`src/rtl/gas_pkg.sv`:
```
// gas_pkg: shared constants and run-state encoding for the gas feature framer
package gas_pkg;
  localparam int N = 128;
  localparam int B = 4;
  localparam int M = 40;
  localparam int C = 6;
  localparam int KW = $clog2(C);
  localparam int LAT = N + M;
  localparam int FW = $clog2(N);
  localparam int RW = $clog2(LAT);
  typedef enum logic [1:0] {IDLE, LOAD, RUN, DONE} run_state_t;
endpackage

```
`src/rtl/gas_frame_buffer.sv`:
```
// gas_frame_buffer: shifts feature beats into a frame and flags complete or malformed frames
module gas_frame_buffer
  import gas_pkg::*;
(
  input  logic           clk,
  input  logic           rst,
  input  logic           feat_valid,
  output logic           feat_ready,
  input  logic [B-1:0]   feat_data,
  input  logic           feat_last,
  input  logic           take,
  output logic [B*N-1:0] frame,
  output logic           full,
  output logic           frame_err
);
  logic [FW-1:0] fcnt;
  logic hs, at_end;
  assign feat_ready = !full;
  assign hs = feat_valid && !full;
  assign at_end = fcnt == FW'(N - 1);
  // a frame is well formed only when feat_last and the final slot coincide
  always_ff @(posedge clk or posedge rst)
    if (rst) begin
      frame <= '0;
      fcnt <= '0;
      full <= 1'b0;
      frame_err <= 1'b0;
    end else begin
      frame_err <= hs && (feat_last != at_end);
      if (hs) begin
        frame <= {frame[B*(N-1)-1:0], feat_data};
        fcnt <= (feat_last || at_end) ? '0 : fcnt + 1'b1;
      end
      full <= take ? 1'b0 : (full || (hs && feat_last && at_end));
    end
endmodule

```
`src/rtl/gas_feature_framer.sv`:
```
// gas_feature_framer: frames features for the classifier, sequences its reset and returns the class
module gas_feature_framer
  import gas_pkg::*;
(
  input  logic           clk,
  input  logic           rst,
  input  logic           feat_valid,
  output logic           feat_ready,
  input  logic [B-1:0]   feat_data,
  input  logic           feat_last,
  output logic [B*N-1:0] data,
  output logic           tnn_rst,
  input  logic [KW-1:0]  klass,
  output logic           res_valid,
  input  logic           res_ready,
  output logic [KW-1:0]  res_klass,
  output logic           frame_err
);
  run_state_t state, nxt;
  logic [RW-1:0] rcnt;
  logic [B*N-1:0] frame;
  logic full, take, last_run;
  assign take = state == LOAD;
  assign last_run = rcnt == RW'(LAT - 1);
  assign tnn_rst = state != RUN;
  assign res_valid = state == DONE;
  gas_frame_buffer u_buf (
    .clk(clk),
    .rst(rst),
    .feat_valid(feat_valid),
    .feat_ready(feat_ready),
    .feat_data(feat_data),
    .feat_last(feat_last),
    .take(take),
    .frame(frame),
    .full(full),
    .frame_err(frame_err)
  );
  always_comb
    nxt = state == IDLE ? (full ? LOAD : IDLE) :
          state == LOAD ? RUN :
          state == RUN  ? (last_run ? DONE : RUN) :
          res_ready     ? (full ? LOAD : IDLE) : DONE;
  // klass is sampled on the edge that ends the final RUN cycle
  always_ff @(posedge clk or posedge rst)
    if (rst) begin
      state <= IDLE;
      rcnt <= '0;
      data <= '0;
      res_klass <= '0;
    end else begin
      state <= nxt;
      if (take) begin
        data <= frame;
        rcnt <= '0;
      end
      if (state == RUN && !last_run) rcnt <= rcnt + 1'b1;
      if (state == RUN && last_run) res_klass <= klass;
    end
endmodule
```
`config.mk`:
```
export PLATFORM = sky130hd
export DESIGN_NAME = gas_feature_framer
export DESIGN_NICKNAME = d
export VERILOG_FILES = /design/src/rtl/gas_pkg.sv /design/src/rtl/gas_frame_buffer.sv /design/src/rtl/gas_feature_framer.sv
export SDC_FILE = /design/constraint.sdc
export NUM_CORES = 2
export LEC_CHECK = 0
export CORE_MARGIN = 3
export CORE_UTILIZATION = 55
export CTS_BUF_LIST = sky130_fd_sc_hd__clkbuf_4 sky130_fd_sc_hd__clkbuf_8
export DETAILED_ROUTE_END_ITERATION = 16
export PLACE_DENSITY = 0.82
export SLEW_MARGIN = 20
export SYNTH_ARGS = -nofsm -noshare
export SYNTH_HDL_FRONTEND = slang
export SYNTH_HIERARCHICAL = 1
export SYNTH_SLANG_ARGS = --single-unit
```
`constraint.sdc`:
```
create_clock -name clk -period 21.9 [get_ports clk]
set_input_delay 4.38 -clock clk [delete_from_list [all_inputs] [get_ports clk]]
set_output_delay 4.38 -clock clk [all_outputs]
set_load 0.05 [all_outputs]
```
==> flow_metrics.py <==
metrics = {
    "status": {
        "status": "completed",
    },
    "placed_design": {
        "portBuffers": 530,
        "gp_congestion": 0.8192,
        "dp_hpwl_um": 61730,
        "dpl_cell_area_sq_um": 45060,
    },
    "floorplan": {
        "core_sq_um": 70760,
        "die_y_um": 274.7,
        "die_width_um": 274.7,
        "dieArea_sq_um": 75470,
        "start_util": 0.5613,
        "io_pins": 531,
        "num_rows": 97,
    },
    "final_layout": {
        "design_area_sq_um": 48610,
        "nets": 4955,
        "drive_above_1_share": 0.06423,
        "area_delta_synth_final_pct": 22.39,
    },
    "clock_tree": {
        "cts-htree-levels": 4,
        "clkLatencyLatePin_ps": 790,
        "cts.root.buffer_cell": "clkbuf_8",
        "clk_pin_slew_ps": 60,
        "cts_setup_buffers": 0,
        "cts.sinks": 1046,
        "tritoncts": "yes",
        "cts_resized": 0,
        "numCtsBuffers": 163,
        "holdBufCountCts": 0,
        "clk_path_buf_depth": 3,
    },
    "critical_path": {
        "required_ps": 22600,
        "reg2reg_depth": 6,
        "cp_data_arrival_time_ps": 8570,
        "crit_top_cell": "buf_4",
        "cp_slowest_stage_delay_ps": 870,
        "crit_chain": "clkdlybuf4s50_1 > and2b_4 > buf_4 > buf_4 > buf_4 > nand2_1 > nand2_1",
        "cp-end-kind": "register",
        "critical_path_buf_inv_count": 4,
        "worstSetupPathType": "input pin to register",
        "path_depth": 7,
        "critPathTopFamily": "buffers and inverters",
        "start_kind": "input pin",
        "crit_fanout": 94,
        "cp_slowest_cell": "buf_4",
    },
    "logic_synthesis": {
        "synth_edf_count": 0,
        "synth_common_cells": "3085 x nand2_1, 1046 x dfrtp_1, 181 x buf_2",
        "synth_area_per_cell_sq_um": 8.931,
        "yosysTopAreaCell": "dfrtp_1",
        "yosysMostFrequentCell": "nand2_1",
        "syn_area_sq_um": 39720,
        "synth_cell_types": 37,
        "synth_warnings": 6,
        "synth-seq-cells": 1046,
        "ys_seq_area_frac": 0.6590,
        "synthCells": 4447,
        "synthArstFlopShare": 1.000,
        "syn_nets": 4463,
        "ys.flop_type": "dfrtp_1",
        "synth_area_leaders": "dfrtp_1 66%, nand2_1 29%, buf_2 2.3%",
        "synth_top_cell_area_share": 0.6590,
    },
    "drt": {
        "vias_per_cell": 5.151,
        "wl_per_cell_um": 16.79,
        "vias": 30914,
        "routed_wl_um": 100700,
        "first_pass_iters": 6,
        "drc": 0,
        "drtIter0Drc": 3017,
        "postRouteAntennaNets": 0,
    },
    "sta": {
        "drv_slew": 0,
        "rsz0062_at_grt": "no",
        "finalCritPeriodShare": 0.3591,
        "finalSetupTns_ps": 0,
        "worstMarginPinSlew_ps": 1423,
        "clock.fmax_ghz": 0.1272,
        "setup_viol": 0,
        "maxSlewHeadroom": 0.05143,
        "skew_ps": 41.14,
        "period_needed_ps": 7864,
        "hold_viol": 0,
    },
    "grt": {
        "grt_max_degree": 233,
        "gr-total-overflow": 0,
        "grtUsageTotal": 0.2679,
        "grt_pass1_vias": 30686,
        "grt_pass1_wl_um": 162000,
        "antenna_found_initial": 1,
    },
    "pwr": {
        "finalPower_w": 0.003716,
        "ir_drop_mv": 0.06006,
        "powerDensity_nw_per_um2": 76.45,
        "p_leak_nw": 27.15,
    },
    "hold_path": {
        "whs_path_depth": 2,
        "hold_path.class": "register to register",
    },
    "flow_run": {
        "drv_cap": 0,
    },
}
[cell type report]
class | instances | area (sq um)
Antenna cell | 1 | 2.502
Clock buffer | 260 | 3222
Clock inverter | 26 | 305.3
Fill cell | 5218 | 22150
Inverter | 11 | 63.81
Multi-Input combinational cell | 3160 | 12090
Sequential cell | 1046 | 26180
Tap cell | 940 | 1176
Timing Repair Buffer | 557 | 5570
[cell families after synthesis]
| group | count (synthesis) | synth area share |
|---|---|---|
| simple gates | 3126 | 0.2976 |
| compound gates | 25 | 0.003875 |
| buf+inv | 241 | 0.03689 |
| xor+xnor | 2 | 0.0004411 |
| mux | 3 | 0.0008505 |
| flops | 1046 | 0.6590 |
| fa+ha+maj | 4 | 0.001260 |
[report_power, final]
group | switching, W | internal, W
Sequential | 0.000000713 | 0.00193
Combinational | 0.0000406 | 0.00000434
Clock | 0.000753 | 0.000983
Total | 0.000795 | 0.00292
[worst paths after layout]
kind                                     to  slack (ps)        startpoint
setup / recovery           u_buf/frame[393]       14040        feat_valid
hold / removal                    data[510]         450  u_buf/frame[510]
setup reg to reg           u_buf/frame[393]       17700        u_buf/full
hold reg to reg                   data[510]         450  u_buf/frame[510]
max in group asynchronous         data[294]       14240               rst
min in group asynchronous         data[396]        4330               rst
[flip-flops by register name (all words and copies together), names as in the netlist]
signal	cells
res_klass	3
u_buf/frame_err	1
u_buf/fcnt	7
u_buf/full	1
u_buf/frame	512
state	2
data	512
rcnt	8
[per-stage QoR]
stage | utilization | std cells | hold WS, ps | setup slack, ps
3_3_place_gp | 0.6368 | 5713 | 457.0 | 13250
5_1_grt | 0.6870 | 6001 | 489.9 | 13700
6_report | 0.6870 | 6001 | 454.3 | 14040
2_1_floorplan | - | 4447 | 438.6 | 2852
4_1_cts | 0.6867 | 5999 | 457.2 | 14120
3_5_place_dp | 0.6368 | 5713 | 459.6 | 13230
[cell usage in the layout, fill, tap and decap left out, drive strengths merged, types with 2 or more instances in the layout]
cell type and count:
mux2 3, ha 4, nand3 16, nand4 3, o21ai 11, clkbuf 260
buf 27, xnor2 2, clkinv 12, bufinv 4, inv 19, and3 2
nand3b 3, or3 3, dfrtp 1046, nor2 5, a21o 2, nand2 3085
a21oi 5, clkinvlp 2, clkdlybuf4s50 530
[layer usage]
| metal | global-route usage | part of all wire | vias up |
|---|---|---|---|
| met1 | 0.3596 | 0.41 | 15180 |
| met4 | 0.1077 | 0.036 | 0 |
| li1 | - | - | 14409 |
| met3 | 0.06262 | 0.070 | 223 |
| met5 | 0 | 0 | - |
| met2 | 0.4264 | 0.48 | 1102 |
[tightest hold or removal path, stage by stage, from the launching register on]
cell and delay (ps):
dfrtp_1 350, nand2_1 50, nand2_1 50
(Power assumes the default switching activity.)
